<file path="config.mk">
export PLATFORM = sky130hd
export DESIGN_NAME = spi_slave_rx_fifo
export DESIGN_NICKNAME = d
export VERILOG_FILES = /design/src/rtl/spi_slave_rx_fifo.sv
export SDC_FILE = /design/constraint.sdc
export NUM_CORES = 1
export LEC_CHECK = 0
export ABC_AREA = 1
export CORE_AREA = 2 2 136 138
export DETAILED_ROUTE_END_ITERATION = 8
export DIE_AREA = 0 0 138 140
export PLACE_DENSITY = 0.7
export SLEW_MARGIN = 15
export SYNTH_ARGS = -nofsm -noshare
export SYNTH_HDL_FRONTEND = slang
export SYNTH_SLANG_ARGS = --single-unit
</file>
<file path="constraint.sdc">
create_clock -name sys_clk -period 1.9 [get_ports sys_clk]
set_input_delay 0.57 -clock sys_clk [delete_from_list [all_inputs] [get_ports sys_clk]]
set_output_delay 0.57 -clock sys_clk [all_outputs]
set_load 0.1 [all_outputs]
</file>
<file path="src/rtl/spi_slave_rx_fifo.sv">
// rtl/spi_slave_rx_fifo.sv - oversampling SPI slave receiver with runtime mode/width/order and FWFT output FIFO
module spi_slave_rx_fifo #(
    parameter int DATA_W      = 8,
    parameter int FIFO_DEPTH  = 16,
    parameter int SYNC_STAGES = 3,
    parameter int LVL_W       = $clog2(FIFO_DEPTH) + 1
) (
    input  logic              sys_clk,
    input  logic              rst_n,
    input  logic              cfg_cpol,
    input  logic              cfg_cpha,
    input  logic              cfg_lsb_first,
    input  logic [5:0]        cfg_bits,
    input  logic              spi_cs_n,
    input  logic              spi_clk,
    input  logic              spi_mosi,
    output logic              m_valid,
    input  logic              m_ready,
    output logic [DATA_W-1:0] m_data,
    output logic              m_first,
    output logic [LVL_W-1:0]  fifo_level,
    output logic              overflow,
    input  logic              ovf_clr,
    output logic              partial_err,
    output logic              frame_done
);

    localparam int AW = $clog2(FIFO_DEPTH);
    localparam logic [0:0] ST_IDLE   = 1'b0;
    localparam logic [0:0] ST_ACTIVE = 1'b1;

    logic [SYNC_STAGES-1:0] cs_sync;
    logic [SYNC_STAGES-1:0] clk_sync;
    logic [SYNC_STAGES-1:0] mosi_sync;
    logic                   cs_d;
    logic                   clk_d;
    logic [SYNC_STAGES:0]   sync_vld;
    logic                   cs_armed;

    logic cs_s;
    logic clk_s;
    logic mosi_s;
    logic cs_fall;
    logic cs_rise;
    logic clk_rise;
    logic clk_fall;
    logic samp;

    // sync_vld tracks when cs_d holds a real pin value; a frame may only start after cs_n was seen high
    always_ff @(posedge sys_clk or negedge rst_n) begin
        if (!rst_n) begin
            cs_sync   <= '1;
            clk_sync  <= '0;
            mosi_sync <= '0;
            cs_d      <= 1'b1;
            clk_d     <= 1'b0;
            sync_vld  <= '0;
            cs_armed  <= 1'b0;
        end else begin
            cs_sync   <= {cs_sync[SYNC_STAGES-2:0], spi_cs_n};
            clk_sync  <= {clk_sync[SYNC_STAGES-2:0], spi_clk};
            mosi_sync <= {mosi_sync[SYNC_STAGES-2:0], spi_mosi};
            cs_d      <= cs_s;
            clk_d     <= clk_s;
            sync_vld  <= {sync_vld[SYNC_STAGES-1:0], 1'b1};
            if (sync_vld[SYNC_STAGES] && cs_d) begin
                cs_armed <= 1'b1;
            end
        end
    end

    assign cs_s     = cs_sync[SYNC_STAGES-1];
    assign clk_s    = clk_sync[SYNC_STAGES-1];
    assign mosi_s   = mosi_sync[SYNC_STAGES-1];
    assign cs_fall  = cs_armed & cs_d & ~cs_s;
    assign cs_rise  = ~cs_d & cs_s;
    assign clk_rise = ~clk_d & clk_s;
    assign clk_fall = clk_d & ~clk_s;

    logic [0:0]        state;
    logic [5:0]        bit_cnt;
    logic [5:0]        bits_lat;
    logic              cpol_lat;
    logic              cpha_lat;
    logic              lsb_lat;
    logic [DATA_W-1:0] shift;
    logic [DATA_W-1:0] shift_nx;
    logic              first_flag;
    logic              word_rdy;
    logic              push_req;
    logic [DATA_W:0]   push_data;
    logic [5:0]        cfg_bits_eff;
    logic [5:0]        bit_cnt_inc;

    assign samp         = (cpol_lat == cpha_lat) ? clk_rise : clk_fall;
    assign cfg_bits_eff = (cfg_bits == 6'd0 || cfg_bits > 6'(DATA_W)) ? 6'(DATA_W) : cfg_bits;
    assign bit_cnt_inc  = bit_cnt + 6'd1;

    always_comb begin
        shift_nx = shift;
        if (lsb_lat) begin
            shift_nx = shift | (DATA_W'(mosi_s) << bit_cnt);
        end else begin
            shift_nx = {shift[DATA_W-2:0], mosi_s};
        end
    end

    // A completed word is held for one cycle in shift, then handed to the FIFO via push_req
    always_ff @(posedge sys_clk or negedge rst_n) begin
        if (!rst_n) begin
            state       <= ST_IDLE;
            bit_cnt     <= '0;
            bits_lat    <= 6'(DATA_W);
            cpol_lat    <= 1'b0;
            cpha_lat    <= 1'b0;
            lsb_lat     <= 1'b0;
            shift       <= '0;
            first_flag  <= 1'b0;
            word_rdy    <= 1'b0;
            push_req    <= 1'b0;
            push_data   <= '0;
            frame_done  <= 1'b0;
            partial_err <= 1'b0;
        end else begin
            frame_done  <= 1'b0;
            partial_err <= 1'b0;
            push_req    <= 1'b0;
            if (word_rdy) begin
                push_req   <= 1'b1;
                push_data  <= {first_flag, shift};
                word_rdy   <= 1'b0;
                bit_cnt    <= '0;
                shift      <= '0;
                first_flag <= 1'b0;
            end
            case (state)
                ST_IDLE: begin
                    if (cs_fall) begin
                        state      <= ST_ACTIVE;
                        bit_cnt    <= '0;
                        shift      <= '0;
                        first_flag <= 1'b1;
                        bits_lat   <= cfg_bits_eff;
                        cpol_lat   <= cfg_cpol;
                        cpha_lat   <= cfg_cpha;
                        lsb_lat    <= cfg_lsb_first;
                    end
                end
                ST_ACTIVE: begin
                    if (cs_rise) begin
                        state       <= ST_IDLE;
                        frame_done  <= 1'b1;
                        partial_err <= (bit_cnt != 6'd0) && !word_rdy;
                        bit_cnt     <= '0;
                        shift       <= '0;
                    end else if (samp && !word_rdy) begin
                        shift   <= shift_nx;
                        bit_cnt <= bit_cnt_inc;
                        if (bit_cnt_inc == bits_lat) begin
                            word_rdy <= 1'b1;
                        end
                    end
                end
                default: state <= ST_IDLE;
            endcase
        end
    end

    logic [DATA_W:0]    mem [FIFO_DEPTH];
    logic [AW-1:0]      wr_ptr;
    logic [AW-1:0]      rd_ptr;
    logic [LVL_W-1:0]   fifo_cnt;
    logic [DATA_W:0]    head;
    logic               full;
    logic               do_pop;
    logic               accept;
    logic               drop;

    assign full   = (fifo_cnt == LVL_W'(FIFO_DEPTH));
    assign do_pop = m_valid & m_ready;
    assign accept = push_req & (~full | do_pop);
    assign drop   = push_req & full & ~do_pop;

    always_ff @(posedge sys_clk) begin
        if (accept) begin
            mem[wr_ptr] <= push_data;
        end
    end

    always_ff @(posedge sys_clk or negedge rst_n) begin
        if (!rst_n) begin
            wr_ptr   <= '0;
            rd_ptr   <= '0;
            fifo_cnt <= '0;
            overflow <= 1'b0;
        end else begin
            if (accept) begin
                wr_ptr <= wr_ptr + AW'(1);
            end
            if (do_pop) begin
                rd_ptr <= rd_ptr + AW'(1);
            end
            case ({accept, do_pop})
                2'b10:   fifo_cnt <= fifo_cnt + LVL_W'(1);
                2'b01:   fifo_cnt <= fifo_cnt - LVL_W'(1);
                default: fifo_cnt <= fifo_cnt;
            endcase
            if (drop) begin
                overflow <= 1'b1;
            end else if (ovf_clr) begin
                overflow <= 1'b0;
            end
        end
    end

    // Head is gated so stale memory never shows on the outputs while empty
    assign head       = mem[rd_ptr];
    assign m_valid    = (fifo_cnt != '0);
    assign m_data     = m_valid ? head[DATA_W-1:0] : '0;
    assign m_first    = m_valid ? head[DATA_W] : 1'b0;
    assign fifo_level = fifo_cnt;

endmodule

</file>
# Word level (Yosys, flattened, before mapping)
# Memory sizes are Yosys's and may differ from the RTL's.
# Cells that the tools add are included.
# word_totals
regBits	68
latch_bits	0
ram_bits	144
rom_bits	0
output_inout_bits	18
word_cells	101
memories	1
# classes
n_addsub	5
mul	0
div	0
magnitude_cmp	1
n_eq_ne	5
shift	1
muxes	35
n_bitwise	18
n_reduce_logical	11
# memory_table
name	words	word_bits	rd	rd_clocked_by_memory_dff	write_ports	line	text
mem	16	9	1	0	1	169	logic [DATA_W:0] mem [FIFO_DEPTH];
# ops
operator	n
$mux 8	6
$mux 6	5
$mux 1	20
$pmux 8 s2	1
$pmux 6 s2	1
$pmux 5 s2	1
$and 1x1->1	9
$add 4x1->4 const B	2
$or 8x8->8	1
$shl 1x6->8	1
$not 1->1	7
$add 6x1->6 const B	1
$eq 6x6->1	1
$gt 6x4->1 const B	1
$logic_not 6->1	1
$reduce_bool 6->1	1
$add 5x1->5 const B	1
$eq 5x5->1 const B	1
$reduce_bool 5->1	1
$sub 5x1->5 const B	1
$reduce_bool 2->1	2
$logic_and 1x1->1	3
$eq 2x1->1 const B	1
$eq 2x2->1 const B	1
other kinds (6)	6

# Depth between registers and ports, before layout
# Gate-level depths: netlist (run 1).
# logic_depth
depth_word	7
mapped_depth	14
mapped_depth_nobuf	14

# Worst setup path before layout (run 1)
# OpenSTA, ideal clock, no wires.
# synth_timing
path_kind	reg2out
start	register fifo_cnt[4], in the netlist fifo_level[4]
end	output m_data[0]
arrival_time_ns	3.360
slack_ns	-2.030
stages_incl_launch_ff	5
path_cell_list	dfrtp_1 inv_1 nand3_4 clkinv_1 a21oi_1
# synth_via
elab_chain_len	2
# synth_lines
item	line	text
start, declared	172	logic [LVL_W-1:0] fifo_cnt;
start signal, assigned	204	2'b10: fifo_cnt <= fifo_cnt + LVL_W'(1);
start signal, assigned	205	2'b01: fifo_cnt <= fifo_cnt - LVL_W'(1);
start signal, assigned	206	default: fifo_cnt <= fifo_cnt;
$reduce_bool 5->1	218	assign m_valid = (fifo_cnt != '0);
via m_valid	17	output logic m_valid,
$mux 8	219	assign m_data = m_valid ? head[DATA_W-1:0] : '0;
end, declared	19	output logic [DATA_W-1:0] m_data,
# The timed path passes the listed nets, and every way through them passes these cells.

# Final worst setup path (run 1)
# layout_timing
start	register rd_ptr[0]
end	output m_data[5]
# layout_via
elab_chain_len	2
# layout_lines
item	line	text
start, declared	171	logic [AW-1:0] rd_ptr;
start signal, assigned	201	rd_ptr <= rd_ptr + AW'(1);
$mem_v2 16x9	n/a	
$mux 8	219	
# No other way between the ends.

==> results of run 1 <==
## flip-flops by register name (all words and copies together), names as in the netlist, 3 cells and up
register    flops
fifo_level      5
bit_cnt         6
clk_sync        3
rd_ptr          4
mem           144
sync_vld        4
push_data       9
shift           8
bits_lat        6
mosi_sync       3
wr_ptr          4
cs_sync         3
## cell type report
class | count | area (µm²)
fillers | 1272 | 6350
flip-flops and latches | 212 | 6050
multi-input cells | 437 | 2600
repair buffers | 110 | 1560
clock buffers | 35 | 654
well taps | 229 | 287
inverters | 54 | 218
clock inverters | 5 | 53.8
## power groups by stage
stage / clock network, mW / logic, mW / registers (mW)
after floorplan: 0 / 5.05 / 6.53
after global placement: 0 / 8.05 / 6.34
after detailed placement: 0 / 8.21 / 6.38
after CTS: 4.22 / 9.01 / 6.26
after global routing: 4.43 / 9.98 / 6.34
final: 4.16 / 9.46 / 6.28
## per-layer routing
metal	part of all wire	global-route usage	vias up
met2	0.51	0.363	208
li1	-	-	2832
met3	0.060	0.0356	44
met1	0.40	0.262	3001
met5	0	0	-
met4	0.029	0.0698	0
## worst paths after layout
| path | endpoint | startpoint | slack, ns |
|---|---|---|---|
| worst max-delay path | m_data[5] | rd_ptr[0] | -0.86 |
| worst min-delay path | mosi_sync[2] | mosi_sync[1] | 0.35 |
| worst max register to register | fifo_level[4] | fifo_level[2] | -0.18 |
| worst min register to register | mosi_sync[2] | mosi_sync[1] | 0.35 |
| max in group asynchronous | cs_d | rst_n | 0.71 |
| min in group asynchronous | fifo_level[1] | rst_n | 0.52 |
## logic make-up (layout without fill, tap and decap cells)
family,after synthesis,after routing,synth area share
XOR/XNOR,18,18,0.0180
AO/OA/AOI/OAI,168,168,0.115
flip-flops,212,212,0.690
AND/OR/NAND/NOR,242,242,0.123
other,1,1,0.000429
buffers and inverters,87,204,0.0425
adder cells (fa/ha/maj),8,8,0.0114
## per-stage QoR
stage,utilization,instance area [µm²]
after global routing,0.643,11400
after floorplan,-,8940
after global placement,0.576,10200
final,0.643,11400
after detailed placement,0.576,10200
after CTS,0.633,11300
## cell usage after synthesis
library cell / number
nor2_2: 2
dfrtp_1: 63
o21ai_2: 1
o221ai_1: 28
nand3_4: 2
inv_2: 6
buf_2: 13
clkbuf_1: 13
a21oi_1: 10
a211oi_1: 1
nor2_1: 105
inv_1: 46
buf_6: 2
buf_4: 3
clkinv_1: 2
or2_1: 1
clkbuf_2: 2
xnor2_1: 3
edfxtp_1: 144
a41oi_1: 1
conb_1: 1
nand2_2: 4
o21bai_1: 1
o31ai_2: 1
nor4_1: 1
xor2_1: 15
a21o_1: 1
o21ai_0: 95
nor3_1: 6
o211ai_1: 8
nand3_2: 1
nand2_4: 2
o21ai_1: 10
o22ai_1: 11
nor3_2: 1
nand3_1: 30
nand4_1: 8
ha_1: 8
nand4_2: 1
nor2_4: 3
dfstp_2: 5
nand2_1: 75
## worst max-delay path, delay by kind of cell (launching register included)
kind / cells / cell delay [ns]
AOI/OAI and AO/OA: 3 / 0.49
buffers and inverters: 4 / 0.57
DFF: 1 / 0.45
and+or+nand+nor: 1 / 0.18
## repair_timing
| item | CTS | global route |
|---|---|---|
| resized for setup | 32 | 27 |
| hold buffers | 1 | 0 |
| pin swaps | 18 | 33 |
| cloned | 4 | 2 |
| endpoints found under the hold margin | 12 | 0 |
| setup endpoints to repair | 11 | 17 |
| buffers inserted | 13 | 6 |
==> metrics.cfg, run 1 <==
[outcome]
outcome=finished with violations
violations=negative setup slack

[final_layout]
nNetsFinal=861
mostFrequentLayoutCell=edfxtp_1
layout.cells.non_filler=1082
diodes=0
final_layout_size_suffix_gt1_frac=0.247
final_cell_mix=edfxtp_1, nor2_1, o21ai_0
area_delta_synth_final_pct=30.6

[sta]
fin_ws_ns=-0.859
fmax_mhz=362
setup-violations-final=13
worst_pin_slew_ns=0.673
fin_crit_sh=1.45
fin_skew_ns=0.0132
hold_slack_ns=0.348
rsz0062_at_grt=yes
slew_headroom=0.551
slew_viol_final=0
min_period_ns=2.76
final-hold-violation-count=0
fin_tns_setup_ns=-8.00

[cts]
clockBufferDepth=3
cts_tree=built
root_buffer=clkbuf_16
clk_latency_ns=0.50
cts.sinks=212
clk_pin_slew_ns=0.06
cts_buffers=22
cts_max_level=1

[grt]
antenna_found_initial=0
grt_pass1_vias=6165
overflow=0
grt_max_degree=37
grt_pass1_wl_mm=32.1
grt.total_usage=0.207

[worst_setup_path]
cp-end-kind=primary output
cpMaxStageDelayCell=dfrtp_2
start_kind=flop
crit_fanout=7
arrival_ns=2.19
slowest_delay_ns=0.45
path_class=reg -> out
path_common_cell=buf_12
r2r_cells=16
worstPathRequired_ns=1.33
path_cells=inv_4, buf_12, buf_12, o21ai_0, o221ai_1, nand3_1, a21oi_4, buf_12

[detailed_routing]
wirelength_mm=20.2
drc=0
dr.pass1.iters=7
drt_iter0_markers=529
vias=6085
wire_per_inst_um=18.6
avgViaCountPerCell=5.62
drt.antenna.violating_nets=0

[power_and_ir_drop]
switching_share=0.403
max-vdd-ir-drop_mv=3.05
cellLeakagePower_nw=4.42
intPower_mw=11.9
comb_power_share=0.476
fin_total_pwr_mw=19.9
p_sw_mw=8.01
clock_power_share=0.209
power.density_nw_per_um2=1740
power_frac_seq=0.315

[die]
die_w_um=138
die_y_um=140
die-area_um2=19300
initial_core_util=0.492
pin_count=34
core-area_um2=17800
rows=49

[place]
pre_cts_slack_ns=-0.413
dp_cells=1018
io_buffers=33
place_congestion=0.871
dp_hpwl_mm=12.8

[hold_path]
hold_class=reg -> reg
hold_depth=0

[yosys]
netlist_area_um2=8750
yosys.area.top_type=edfxtp_1
ys_seq_area_frac=0.690
synth_cell_types=42
synth_cells=736
syn_nets=760
synth.top_cells.by_area=edfxtp_1, dfrtp_1, o21ai_0, nor2_1, nand2_1
postSynthAreaPerCell_um2=11.9
ys_seq_elements=212
yosysTopAreaCellShare=0.494
yosysWarningCount=0

[job]
cap_viol_max_count=0

(Power assumes the default switching activity.)
==> run 2, diff against run 1 <==
--- a/config.mk
+++ b/config.mk
@@ -7,6 +7,7 @@
 export LEC_CHECK = 0
 export ABC_AREA = 1
 export CORE_AREA = 2 2 136 138
+export CTS_CLUSTER_SIZE = 16
 export DETAILED_ROUTE_END_ITERATION = 8
 export DIE_AREA = 0 0 138 140
 export PLACE_DENSITY = 0.7
==> run 2 against run 1 <==
Effect of this change:
- the flow still finishes with violations (negative setup slack)
- combinational power is 0.7% lower
- core utilization is 0.14 points lower
- first-iteration DRC count shrank 1.5%
- worst hold slack lost 0.0016 ns
- register-to-register slack better by 0.12 ns
- via count rose by 0.62%
- die area unchanged
- largest power group unchanged
- flip-flop and latch count did not move
- routed wire length down 1.1%
- sequential share of layout area grew 0.12 points
- final cell count down 0.18%
==> metrics.cfg, run 2 (synthesis results as in run 1) <==
[outcome]
outcome=finished with violations
violations=negative setup slack

[final_layout]
final_layout_size_suffix_gt1_frac=0.250
nNetsFinal=859
final_cell_mix=edfxtp_1, nor2_1, o21ai_0
area_delta_synth_final_pct=30.3
finish.instance_area_um2=11400
largest_register_ffs=144
mostFrequentLayoutCell=edfxtp_1
layout.cells.non_filler=1080
diodes=0
reg.largest.list=mem: 144 flops, push_data: 9 flops, shift: 8 flops
final.fill_count=1278
largest_register=mem

[power_and_ir_drop]
intPower_mw=11.8
max-vdd-ir-drop_mv=3.05
p_sw_mw=7.97
power.density_nw_per_um2=1740
comb_power_share=0.474
fin_total_pwr_mw=19.8
clock_power_share=0.209
switching_share=0.402
cellLeakagePower_nw=4.41
power_frac_seq=0.317

[worst_setup_path]
cpMaxStageDelayCell=dfrtp_2
path_class=reg -> out
arrival_ns=2.18
r2r_slack_ns=-0.06
crit_fanout=7
worstPathRequired_ns=1.33
crit_end=m_data[5]
path_cells=inv_4, buf_12, buf_12, o21ai_0, o221ai_1, nand3_1, a21oi_4, buf_12
start_kind=flop
cp-end-kind=primary output
rr_startpoint=fifo_level[1]
crit_path_start=rd_ptr[0]
path_common_cell=buf_12
r2r_cells=15
r2r_end=fifo_level[4]
slowest_delay_ns=0.45

[grt]
use_met3=0.0349
grt_pass1_wl_mm=31.9
overflow=0
antenna_found_initial=0
use_met1=0.261
grt.total_usage=0.206
grt_pass1_vias=6153
grt_max_degree=37
grt.busiest_layer=met2
use_met2=0.361

[sta]
fin_crit_sh=1.45
fin_ws_ns=-0.851
final-hold-violation-count=0
slew_viol_final=0
worst_pin_slew_ns=0.678
min_period_ns=2.75
slew_headroom=0.548
fin_tns_setup_ns=-7.66
fin_skew_ns=0.00784
fmax_mhz=363
rsz0062_at_grt=yes
setup-violations-final=11

[die]
core-area_um2=17800
pin_count=34
initial_core_util=0.492
die_w_um=138
die_y_um=140
rows=49
die-area_um2=19300

[cts]
clk_latency_ns=0.50
clockBufferDepth=3
cts.sinks=212
clk_pin_slew_ns=0.06
cts_max_level=1
cts_tree=built
cts_buffers=22
root_buffer=clkbuf_16

[hold_path]
hold_depth=0
hold_class=reg -> reg

[detailed_routing]
wire_per_inst_um=18.5
wirelength_mm=19.9
dr.pass1.iters=5
vias=6123
drt.antenna.violating_nets=0
drt_iter0_markers=521
drc=0
avgViaCountPerCell=5.67

[place]
dp_cells=1018
io_buffers=33
dp_hpwl_mm=12.8
place_congestion=0.871
place_area_um2=10200

[job]
cap_viol_max_count=0

==> run 2: power by group through the flow <==
stage	combinational, mW	sequential (mW)	clock [mW]
after global placement	8.05	6.34	0
after detailed placement	8.21	6.38	0
final	9.39	6.27	4.15
after global routing	9.92	6.34	4.44
after CTS	8.99	6.26	4.22
after floorplan	5.05	6.53	0
==> run 2: cell type report <==
| type | count | area (µm²) | area share |
|---|---|---|---|
| Inverter | 54 | 218 | 0.0191 |
| Multi-Input combinational cell | 437 | 2600 | 0.228 |
| Clock buffer | 34 | 651 | 0.0571 |
| Clock inverter | 6 | 58.8 | 0.00516 |
| Tap cell | 229 | 287 | 0.0251 |
| Sequential cell | 212 | 6050 | 0.531 |
| Timing Repair Buffer | 108 | 1530 | 0.134 |
==> run 2: worst max-delay path, delay by kind of cell, from the launching register on <==
kind            cells  cell delay, ns
simple gates        1            0.18
compound gates      3            0.49
buf+inv             4            0.57
flops               1            0.45
==> run 2: worst min-delay path by stage <==
stage                       startpoint           end  slack [ns]
after global placement     clk_sync[1]   clk_sync[2]        0.33
after floorplan                  rst_n    bit_cnt[0]        0.27
after global routing       clk_sync[1]   clk_sync[2]        0.35
after CTS                 mosi_sync[1]  mosi_sync[2]        0.35
final                      clk_sync[1]   clk_sync[2]        0.35
after detailed placement  mosi_sync[1]  mosi_sync[2]        0.33
==> run 2: metrics by stage <==
stage / hold WS (ns) / util / setup slack [ns]
final: 0.346 / 0.641 / -0.851
after global routing: 0.351 / 0.641 / -0.919
after CTS: 0.347 / 0.633 / -0.825
after detailed placement: 0.335 / 0.576 / -0.413
after global placement: 0.334 / 0.576 / -0.345
after floorplan: 0.274 / - / -0.492
==> run 2: timing repair <==
action	CTS	global route
pin swaps	21	33
endpoints found under the setup margin	11	15
hold buffers	1	0
hold endpoints to repair	12	0
gates resized for setup	29	27
cloned	4	2
buffers inserted	13	4
==> run 2: layer usage <==
| metal | share of wire | wire length [µm] |
|---|---|---|
| met5 | 0 | 0 |
| met4 | 0.028 | 554 |
| met3 | 0.059 | 1180 |
| met2 | 0.51 | 10200 |
| met1 | 0.40 | 8010 |
==> run 3, diff against run 2 <==
--- a/config.mk
+++ b/config.mk
@@ -10,8 +10,9 @@
 export CTS_CLUSTER_SIZE = 16
 export DETAILED_ROUTE_END_ITERATION = 8
 export DIE_AREA = 0 0 138 140
-export PLACE_DENSITY = 0.7
-export SLEW_MARGIN = 15
+export DONT_BUFFER_PORTS = 1
+export PLACE_DENSITY = 0.68
+export SLEW_MARGIN = 40
 export SYNTH_ARGS = -nofsm -noshare
 export SYNTH_HDL_FRONTEND = slang
 export SYNTH_SLANG_ARGS = --single-unit
==> run 3 against run 2 <==
Effect of this change:
- the run ends with negative hold slack, negative setup slack left
- combinational power decreased by 3.0%
- routed wire length rose by 0.72%
- register-to-register slack improved by 0.15 ns
- count of clock-buffer cells in the layout up 2
- final area down 5.1%
- critical path depth is 1 higher
- via count down 3.9%
- die area unchanged
- largest cell class unchanged
==> metrics.cfg, run 3 (synthesis results as in run 1) <==
[detailed_routing]
drc=0
drt_iter0_markers=468
wirelength_mm=20.1
avgViaCountPerCell=5.69
vias=5882
drt.antenna.violating_nets=0
dr.pass1.iters=5
wire_per_inst_um=19.4

[die]
core-area_um2=17800
die-area_um2=19300
die_w_um=138
initial_core_util=0.492
rows=49
pin_count=34
die_y_um=140

[cts]
cts_tree=built
root_buffer=clkbuf_16
clockBufferDepth=3
cts_max_level=1
clk_pin_slew_ns=0.06
cts_buffers=22
cts.sinks=212
clk_latency_ns=0.50

[worst_setup_path]
start_kind=flop
worstPathRequired_ns=1.33
arrival_ns=2.16
crit_fanout=15
cp-end-kind=primary output
path_class=reg -> out

[sta]
hold_slack_ns=-0.235
fin_crit_sh=1.44
slew_headroom=0.548
min_period_ns=2.73
fmax_mhz=366
fin_skew_ns=0.0156
fin_tns_setup_ns=-7.48
rsz0062_at_grt=yes
final-hold-violation-count=68
setup-violations-final=10
worst_pin_slew_ns=0.678
slew_viol_final=0
fin_ws_ns=-0.833

[final_layout]
final.fill_count=1352
diodes=0
reg.largest.list=mem: 144 flops, push_data: 9 flops, shift: 8 flops
mostFrequentLayoutCell=edfxtp_1
nNetsFinal=812
area_delta_synth_final_pct=23.7
largest_register_ffs=144
layout.cells.non_filler=1033
final_layout_size_suffix_gt1_frac=0.235
finish.instance_area_um2=10800
final_cell_mix=edfxtp_1, nor2_1, o21ai_0
largest_register=mem

[grt]
antenna_found_initial=0
grt_pass1_vias=5933
grt_max_degree=69
grt.total_usage=0.200
overflow=0
grt_pass1_wl_mm=31.1

[power_and_ir_drop]
cellLeakagePower_nw=4.11
fin_total_pwr_mw=19.6
power.density_nw_per_um2=1810
clock_power_share=0.215
switching_share=0.409
max-vdd-ir-drop_mv=2.85
comb_power_share=0.465
p_sw_mw=8.02
intPower_mw=11.6
power_frac_seq=0.320

[place]
place_congestion=0.848
dp_cells=981
dp_hpwl_mm=12.7
place_area_um2=9600
io_buffers=0

[job]
cap_viol_max_count=0

[outcome]
outcome=finished with violations
violations=negative hold slack, negative setup slack

[hold_path]
hold_class=in -> async

run 3: cell count changes in the layout (fill, tap and decap cells not counted), moves of 6 or more:
| cell | delta |
|---|---|
| clkdlybuf4s50_1 | -14 |
| o221ai_1 | -6 |
| buf_12 | -21 |
| nor2_4 | +16 |
| o221ai_2 | +6 |
| nor2_2 | -12 |
| buf_6 | -10 |
run 3: layer usage:
layer,track usage,vias to the layer above,part of all wire
met5,0,-,0
met4,0.0698,0,0.030
met3,0.0321,47,0.064
met2,0.339,237,0.49
met1,0.266,2873,0.42
li1,-,2725,-
run 3: repair_timing:
action                                  CTS  global route
endpoints found under the setup margin   27           100
resized for setup                        39            53
cloned                                    2             3
pin swaps                                27            23
endpoints found under the hold margin    68            68
buffers inserted                          9             0
run 3: worst max-delay path, cell delays in order, from the launching register on:
cell and delay [ns]:
dfrtp_2 0.44, clkinv_4 0.13, buf_12 0.16, nor2_1 0.05
o22ai_1 0.16, nor2_1 0.06, nor2_1 0.16, o21ai_2 0.12
a21oi_4 0.17, buf_12 0.19
run 3: area by class of cell:
class | count | area [µm²] | area share
flip-flops and latches | 212 | 6050 | 0.560
multi-input cells | 437 | 2710 | 0.251
repair buffers | 61 | 811 | 0.0750
clock buffers | 36 | 708 | 0.0655
well taps | 229 | 287 | 0.0265
inverters | 54 | 223 | 0.0206
clock inverters | 4 | 22.5 | 0.00208
run 3: worst paths after layout:
kind	start	end	slack, ns	cells past startpoint
max in group asynchronous	rst_n	bits_lat[3]	1.94	0
min	rst_n	rd_ptr[0]	-0.23	0
max	rd_ptr[0]	m_data[4]	-0.83	9
min reg2reg	mosi_sync[0]	mosi_sync[1]	0.35	0
min in group sys_clk	spi_cs_n	cs_sync[0]	0.08	0
max reg2reg	fifo_level[4]	mem[3][4]	0.09	5
run 3: power groups by stage:
stage	Clock [mW]	Combinational [mW]	Sequential [mW]
3_3_place_gp	0	7.76	6.31
6_report	4.22	9.11	6.28
5_1_grt	4.45	9.63	6.35
2_1_floorplan	0	5.05	6.53
4_1_cts	4.27	8.59	6.25
3_5_place_dp	0	7.92	6.35
run 3: through the flow:
step                worst slack (ns)   util
floorplan                     -0.492      -
global placement              -0.406  0.540
detailed placement            -0.468  0.540
CTS                           -0.820  0.595
global route                  -0.918  0.608
finish                        -0.833  0.608
